### config.mk
export PLATFORM = sky130hd
export DESIGN_NAME = uart_tx_fifo
export DESIGN_NICKNAME = d
export VERILOG_FILES = /design/src/rtl/uart_tx_fifo.sv
export SDC_FILE = /design/constraint.sdc
export NUM_CORES = 1
export LEC_CHECK = 0
export BUFFER_PORTS_ARGS = -buffer_cell sky130_fd_sc_hd__buf_4
export CELL_PAD_IN_SITES_DETAIL_PLACEMENT = 1
export CELL_PAD_IN_SITES_GLOBAL_PLACEMENT = 1
export CORE_MARGIN = 2
export CORE_UTILIZATION = 48
export DETAILED_ROUTE_END_ITERATION = 16
export GPL_ROUTABILITY_DRIVEN = 0
export PLACE_DENSITY_LB_ADDON = 0.1
export SYNTH_ARGS = -nofsm -noshare
export SYNTH_HDL_FRONTEND = slang
export SYNTH_SLANG_ARGS = --single-unit
### constraint.sdc
create_clock -name clk -period 3.35 [get_ports clk]
set_input_delay 0.335 -clock clk [delete_from_list [all_inputs] [get_ports clk]]
set_output_delay 0.335 -clock clk [all_outputs]
set_load 0.005 [all_outputs]
### src/rtl/uart_tx_fifo.sv
// rtl/uart_tx_fifo.sv - FIFO-buffered UART transmitter with configurable framing
module uart_tx_fifo #(
  parameter int CLKS_PER_BIT = 434,
  parameter int DATA_BITS    = 8,
  parameter int PARITY       = 0,
  parameter int STOP_BITS    = 1,
  parameter int FIFO_DEPTH   = 4
) (
  input  logic                          clk,
  input  logic                          reset,
  input  logic                          TX_start,
  input  logic [DATA_BITS-1:0]          TX_data,
  output logic                          TX,
  output logic                          q_busy,
  output logic                          fifo_full,
  output logic [$clog2(FIFO_DEPTH):0]   fifo_count,
  output logic                          tx_done,
  output logic                          overflow
);

  localparam int AW = $clog2(FIFO_DEPTH);
  localparam int BW = (CLKS_PER_BIT > 1) ? $clog2(CLKS_PER_BIT) : 1;

  typedef enum logic [2:0] {IDLE, START, DATA, PAR, STOP} state_t;

  state_t               state_q, state_d;
  logic [BW-1:0]        baud_q, baud_d;
  logic [3:0]           bit_q, bit_d;
  logic [DATA_BITS-1:0] shift_q, shift_d;
  logic                 par_q, par_d;
  logic                 tx_q, tx_d;
  logic [AW-1:0]        wr_ptr_q, wr_ptr_d;
  logic [AW-1:0]        rd_ptr_q, rd_ptr_d;
  logic [AW:0]          count_q, count_d;
  logic                 ovf_q, ovf_d;
  logic [DATA_BITS-1:0] mem_q [FIFO_DEPTH];
  logic [DATA_BITS-1:0] mem_d [FIFO_DEPTH];

  logic                 full;
  logic                 push;
  logic                 pop;
  logic                 done;
  logic                 baud_last;
  logic [DATA_BITS-1:0] head;

  assign full      = (count_q == (AW+1)'(FIFO_DEPTH));
  assign push      = TX_start && !full;
  assign baud_last = (baud_q == BW'(CLKS_PER_BIT - 1));
  assign head      = mem_q[rd_ptr_q];

  always_comb begin
    state_d = state_q;
    baud_d  = baud_last ? '0 : baud_q + BW'(1);
    bit_d   = bit_q;
    shift_d = shift_q;
    par_d   = par_q;
    pop     = 1'b0;
    done    = 1'b0;
    case (state_q)
      IDLE: begin
        baud_d = '0;
        bit_d  = '0;
        if (count_q != '0) begin
          pop     = 1'b1;
          state_d = START;
        end
      end
      START: if (baud_last) state_d = DATA;
      DATA: begin
        if (baud_last) begin
          shift_d = shift_q >> 1;
          if (bit_q == 4'(DATA_BITS - 1)) begin
            bit_d   = '0;
            state_d = (PARITY != 0) ? PAR : STOP;
          end else begin
            bit_d = bit_q + 4'd1;
          end
        end
      end
      PAR: if (baud_last) state_d = STOP;
      STOP: begin
        if (baud_last) begin
          if (bit_q == 4'(STOP_BITS - 1)) begin
            done  = 1'b1;
            bit_d = '0;
            if (count_q != '0) begin
              pop     = 1'b1;
              state_d = START;
            end else begin
              state_d = IDLE;
            end
          end else begin
            bit_d = bit_q + 4'd1;
          end
        end
      end
      default: state_d = IDLE;
    endcase
    // Popping loads the head word and freezes its parity for the whole frame
    if (pop) begin
      shift_d = head;
      par_d   = (PARITY == 1) ? ~^head : ^head;
      baud_d  = '0;
    end
  end

  // TX follows the current state, so the line lags the FSM by one cycle
  always_comb begin
    tx_d = 1'b1;
    case (state_q)
      START:   tx_d = 1'b0;
      DATA:    tx_d = shift_q[0];
      PAR:     tx_d = par_q;
      default: tx_d = 1'b1;
    endcase
  end

  always_comb begin
    mem_d    = mem_q;
    wr_ptr_d = wr_ptr_q;
    rd_ptr_d = rd_ptr_q;
    count_d  = count_q;
    ovf_d    = TX_start && full;
    if (push) begin
      mem_d[wr_ptr_q] = TX_data;
      wr_ptr_d        = wr_ptr_q + AW'(1);
    end
    if (pop) rd_ptr_d = rd_ptr_q + AW'(1);
    case ({push, pop})
      2'b10:   count_d = count_q + (AW+1)'(1);
      2'b01:   count_d = count_q - (AW+1)'(1);
      default: count_d = count_q;
    endcase
  end

  always_ff @(posedge clk) begin
    mem_q <= mem_d;
    if (reset) begin
      state_q  <= IDLE;
      baud_q   <= '0;
      bit_q    <= '0;
      shift_q  <= '0;
      par_q    <= 1'b0;
      tx_q     <= 1'b1;
      wr_ptr_q <= '0;
      rd_ptr_q <= '0;
      count_q  <= '0;
      ovf_q    <= 1'b0;
    end else begin
      state_q  <= state_d;
      baud_q   <= baud_d;
      bit_q    <= bit_d;
      shift_q  <= shift_d;
      par_q    <= par_d;
      tx_q     <= tx_d;
      wr_ptr_q <= wr_ptr_d;
      rd_ptr_q <= rd_ptr_d;
      count_q  <= count_d;
      ovf_q    <= ovf_d;
    end
  end

  assign TX         = tx_q;
  assign q_busy     = (state_q != IDLE) || (count_q != '0);
  assign fifo_full  = full;
  assign fifo_count = count_q;
  assign tx_done    = done;
  assign overflow   = ovf_q;

endmodule

==> impl_metrics.py <==
metrics = {
    "clocking": {
        "clock_sinks": 66,
        "clock_latency_ns": 0.34,
        "cts_tree": "done",
        "hold_buffers": 0,
        "postCtsSetupBuffers": 0,
        "cts-root-buf": "clkbuf_8",
        "cts_buffers": 9,
        "clk_pin_slew_ns": 0.07,
        "cts_resized": 0,
        "clockBufferDepth": 2,
        "cts-htree-levels": 3,
    },
    "final_layout": {
        "design_area_mm2": 0.00337,
        "nets": 292,
        "antenna_cells": 0,
        "final_layout_size_suffix_gt1_frac": 0.207,
        "areaGrowthSynthToFinish_pct": 13.0,
    },
    "routing": {
        "drt_pre_antenna_iters": 4,
        "dr.max_layer_used": "met4",
        "drc": 0,
        "drtIter0Drc": 93,
        "dr_wl_met2_um": 2720,
        "drtAntennaViolNets": 0,
        "routedWlPerCell_um": 16.9,
        "viasPerCell": 5.53,
        "vias": 1941,
        "drt-total-wl_um": 5930,
        "met3_length_um": 132,
        "met1Wirelength_um": 3010,
    },
    "synthesis": {
        "ys_seq_area_frac": 0.551,
        "synth_top_area_frac": 0.322,
        "ys_warn_count": 0,
        "synth_edf_count": 32,
        "netlist_instances": 254,
        "avgSynthCellArea_um2": 11.7,
        "synth_common_cells": "dfxtp_1 (34), edfxtp_1 (32), a21oi_1 (20), nor2_1 (20)",
        "synth-main-ff-cell": "dfxtp_1",
        "synth-seq-cells": 66,
        "synth.most_common_cell": "dfxtp_1",
        "syn-num-nets": 275,
        "synth.distinct_cells": 50,
        "async_flop_share": 0,
        "yosys-top-cells-area": "edfxtp_1 (32%), dfxtp_1 (23%), mux4_2 (6.0%), ha_1 (3.8%), xnor2_1 (3.5%)",
        "synth.largest_area_cell": "edfxtp_1",
        "syn_area_mm2": 0.00298,
    },
    "worst_setup_path": {
        "critPathLaunchType": "register",
        "cp-endpoint": "fifo_count[2]$_SDFFE_PP0P_",
        "rrSetupSlack_ns": 0.59,
        "worst_setup_path_end_kind": "register",
        "r2r-end": "fifo_count[2]$_SDFFE_PP0P_",
        "crit_path_start": "baud_q[0]$_SDFF_PP0_",
        "rr_startpoint": "baud_q[0]$_SDFF_PP0_",
        "worst-setup-path-type": "reg -> reg",
        "rr_worst_depth": 11,
        "cp.arrival_ns": 3.03,
        "cp_max_fo": 4,
        "crit_required_ns": 3.62,
    },
    "sta": {
        "fmaxAchievable_mhz": 362,
        "tightest_slew_ns": 0.606,
        "rsz0062_at_grt": "no",
        "hold_viol_final": 0,
        "slew_headroom": 0.596,
        "timing.hold.ws_ns": 0.198,
        "setup_viol": 0,
        "post-route-min-period_ns": 2.76,
        "final-max-slew-violation-count": 0,
        "finalCritPeriodShare": 0.824,
        "fin_skew_ns": 0.00789,
        "setup_tns_ns": 0,
    },
    "pwr": {
        "total_power_uw": 2590,
        "internal-power_uw": 1800,
        "power.leakage_uw": 0.00121,
        "power_switching_uw": 789,
        "vdd_drop_max_mv": 0.521,
        "p_per_area_mw_per_mm2": 768,
        "power_frac_comb": 0.272,
        "p_seq_frac": 0.416,
        "switching_share": 0.305,
        "p_clk_frac": 0.312,
    },
    "floorplan": {
        "die_width_um": 82.8,
        "core_area_mm2": 0.00596,
        "fp.dieArea_mm2": 0.00686,
        "die_h_um": 82.8,
        "ios": 19,
        "start_util": 0.500,
        "placementRows": 28,
    },
    "grt": {
        "grt_pass1_wl_um": 9760,
        "grt_overflow": 0,
        "grt_start_max_net_pins": 27,
        "grt_pass1_vias": 1972,
        "antenna_found_initial": 0,
        "gr-usage-all-layers": 0.196,
    },
    "placement": {
        "io_buffers": 18,
        "hpwl_um": 4030,
        "placedInstanceArea_mm2": 0.00313,
    },
    "min_path": {
        "hold_path_class": "in -> reg",
    },
    "status": {
        "status": "finished, final reports clean",
    },
    "job": {
        "drv_cap": 0,
    },
}
-- critical path: stages (launching register included) --
cell and delay, ns:
dfxtp_1 0.38, ha_1 0.16, and4b_4 0.28, nand3_1 0.09, a2111o_1 0.43, inv_1 0.10, ha_1 0.20, inv_1 0.06
fa_1 0.38, xor2_1 0.17, or3_1 0.31, a21oi_1 0.13
-- state kept, by name (all words and copies together), names as in the netlist --
name,count
mem_q,32
baud_q,9
shift_q,8
bit_q,4
fifo_count,3
state_q,3
rd_ptr_q,2
wr_ptr_q,2
TX,1
overflow,1
par_q,1
-- logic make-up (layout without fill, tap and decap cells) --
family          after synthesis  after routing  share of synthesized area
fa+ha+maj                    11             11                     0.0483
mux                           8              8                     0.0605
flops                        66             66                      0.551
buf+inv                      28             50                     0.0504
xor+xnor                     16             16                     0.0470
compound gates               42             42                     0.0861
simple gates                 83             83                      0.157
-- per-stage QoR --
stage	setup WS [ns]	instances	util
floorplan	0.629	254	-
global placement	0.750	335	0.525
detailed placement	0.639	335	0.525
CTS	0.583	351	0.565
global route	0.410	351	0.565
finish	0.591	351	0.565
-- layout by cell type, fill, tap and decap left out, drive strengths merged, types with 7 or more instances in the layout --
master,count
nand3,14
ha,9
edfxtp,32
nor2,20
buf,20
mux4,8
a21oi,20
dfxtp,34
and3,9
xnor2,12
nand2,14
clkbuf,9
inv,15
a22oi,7
-- how the worst min path moves through the flow --
| stage | from | to | slack [ns] | depth (start not counted) |
|---|---|---|---|---|
| finish | TX_data[6] | mem_q[30]$_DFFE_PP_ | 0.20 | 1 |
| detailed placement | shift_q[6]$_SDFFE_PP0P_ | shift_q[6]$_SDFFE_PP0P_ | 0.47 | 2 |
| CTS | TX_data[1] | mem_q[1]$_DFFE_PP_ | 0.18 | 1 |
| global placement | baud_q[0]$_SDFF_PP0_ | baud_q[0]$_SDFF_PP0_ | 0.45 | 1 |
| floorplan | baud_q[0]$_SDFF_PP0_ | baud_q[0]$_SDFF_PP0_ | 0.43 | 1 |
| global route | TX_data[1] | mem_q[9]$_DFFE_PP_ | 0.18 | 1 |
-- layout make-up --
class,instances,area (µm²)
fill,627,2590
timing repair buffer,20,150
tap,75,93.8
multi-input combinational,160,1190
inverter,14,52.6
clock buffer,9,124
sequential,66,1640
clock inverter,7,116
-- power by group through the flow --
stage | combinational, µW | sequential (µW) | clock [µW]
after floorplan | 579 | 1020 | 0
after CTS | 713 | 1080 | 822
after detailed placement | 700 | 1100 | 0
final | 703 | 1080 | 807
after global placement | 688 | 1090 | 0
after global routing | 786 | 1100 | 845
-- layer usage --
layer / vias up / track usage
met5: - / 0
met4: 0 / 0.0787
met3: 4 / 0.0530
met2: 21 / 0.288
met1: 968 / 0.277
li1: 948 / -
No activity file was read; power rests on OpenSTA's default activity.
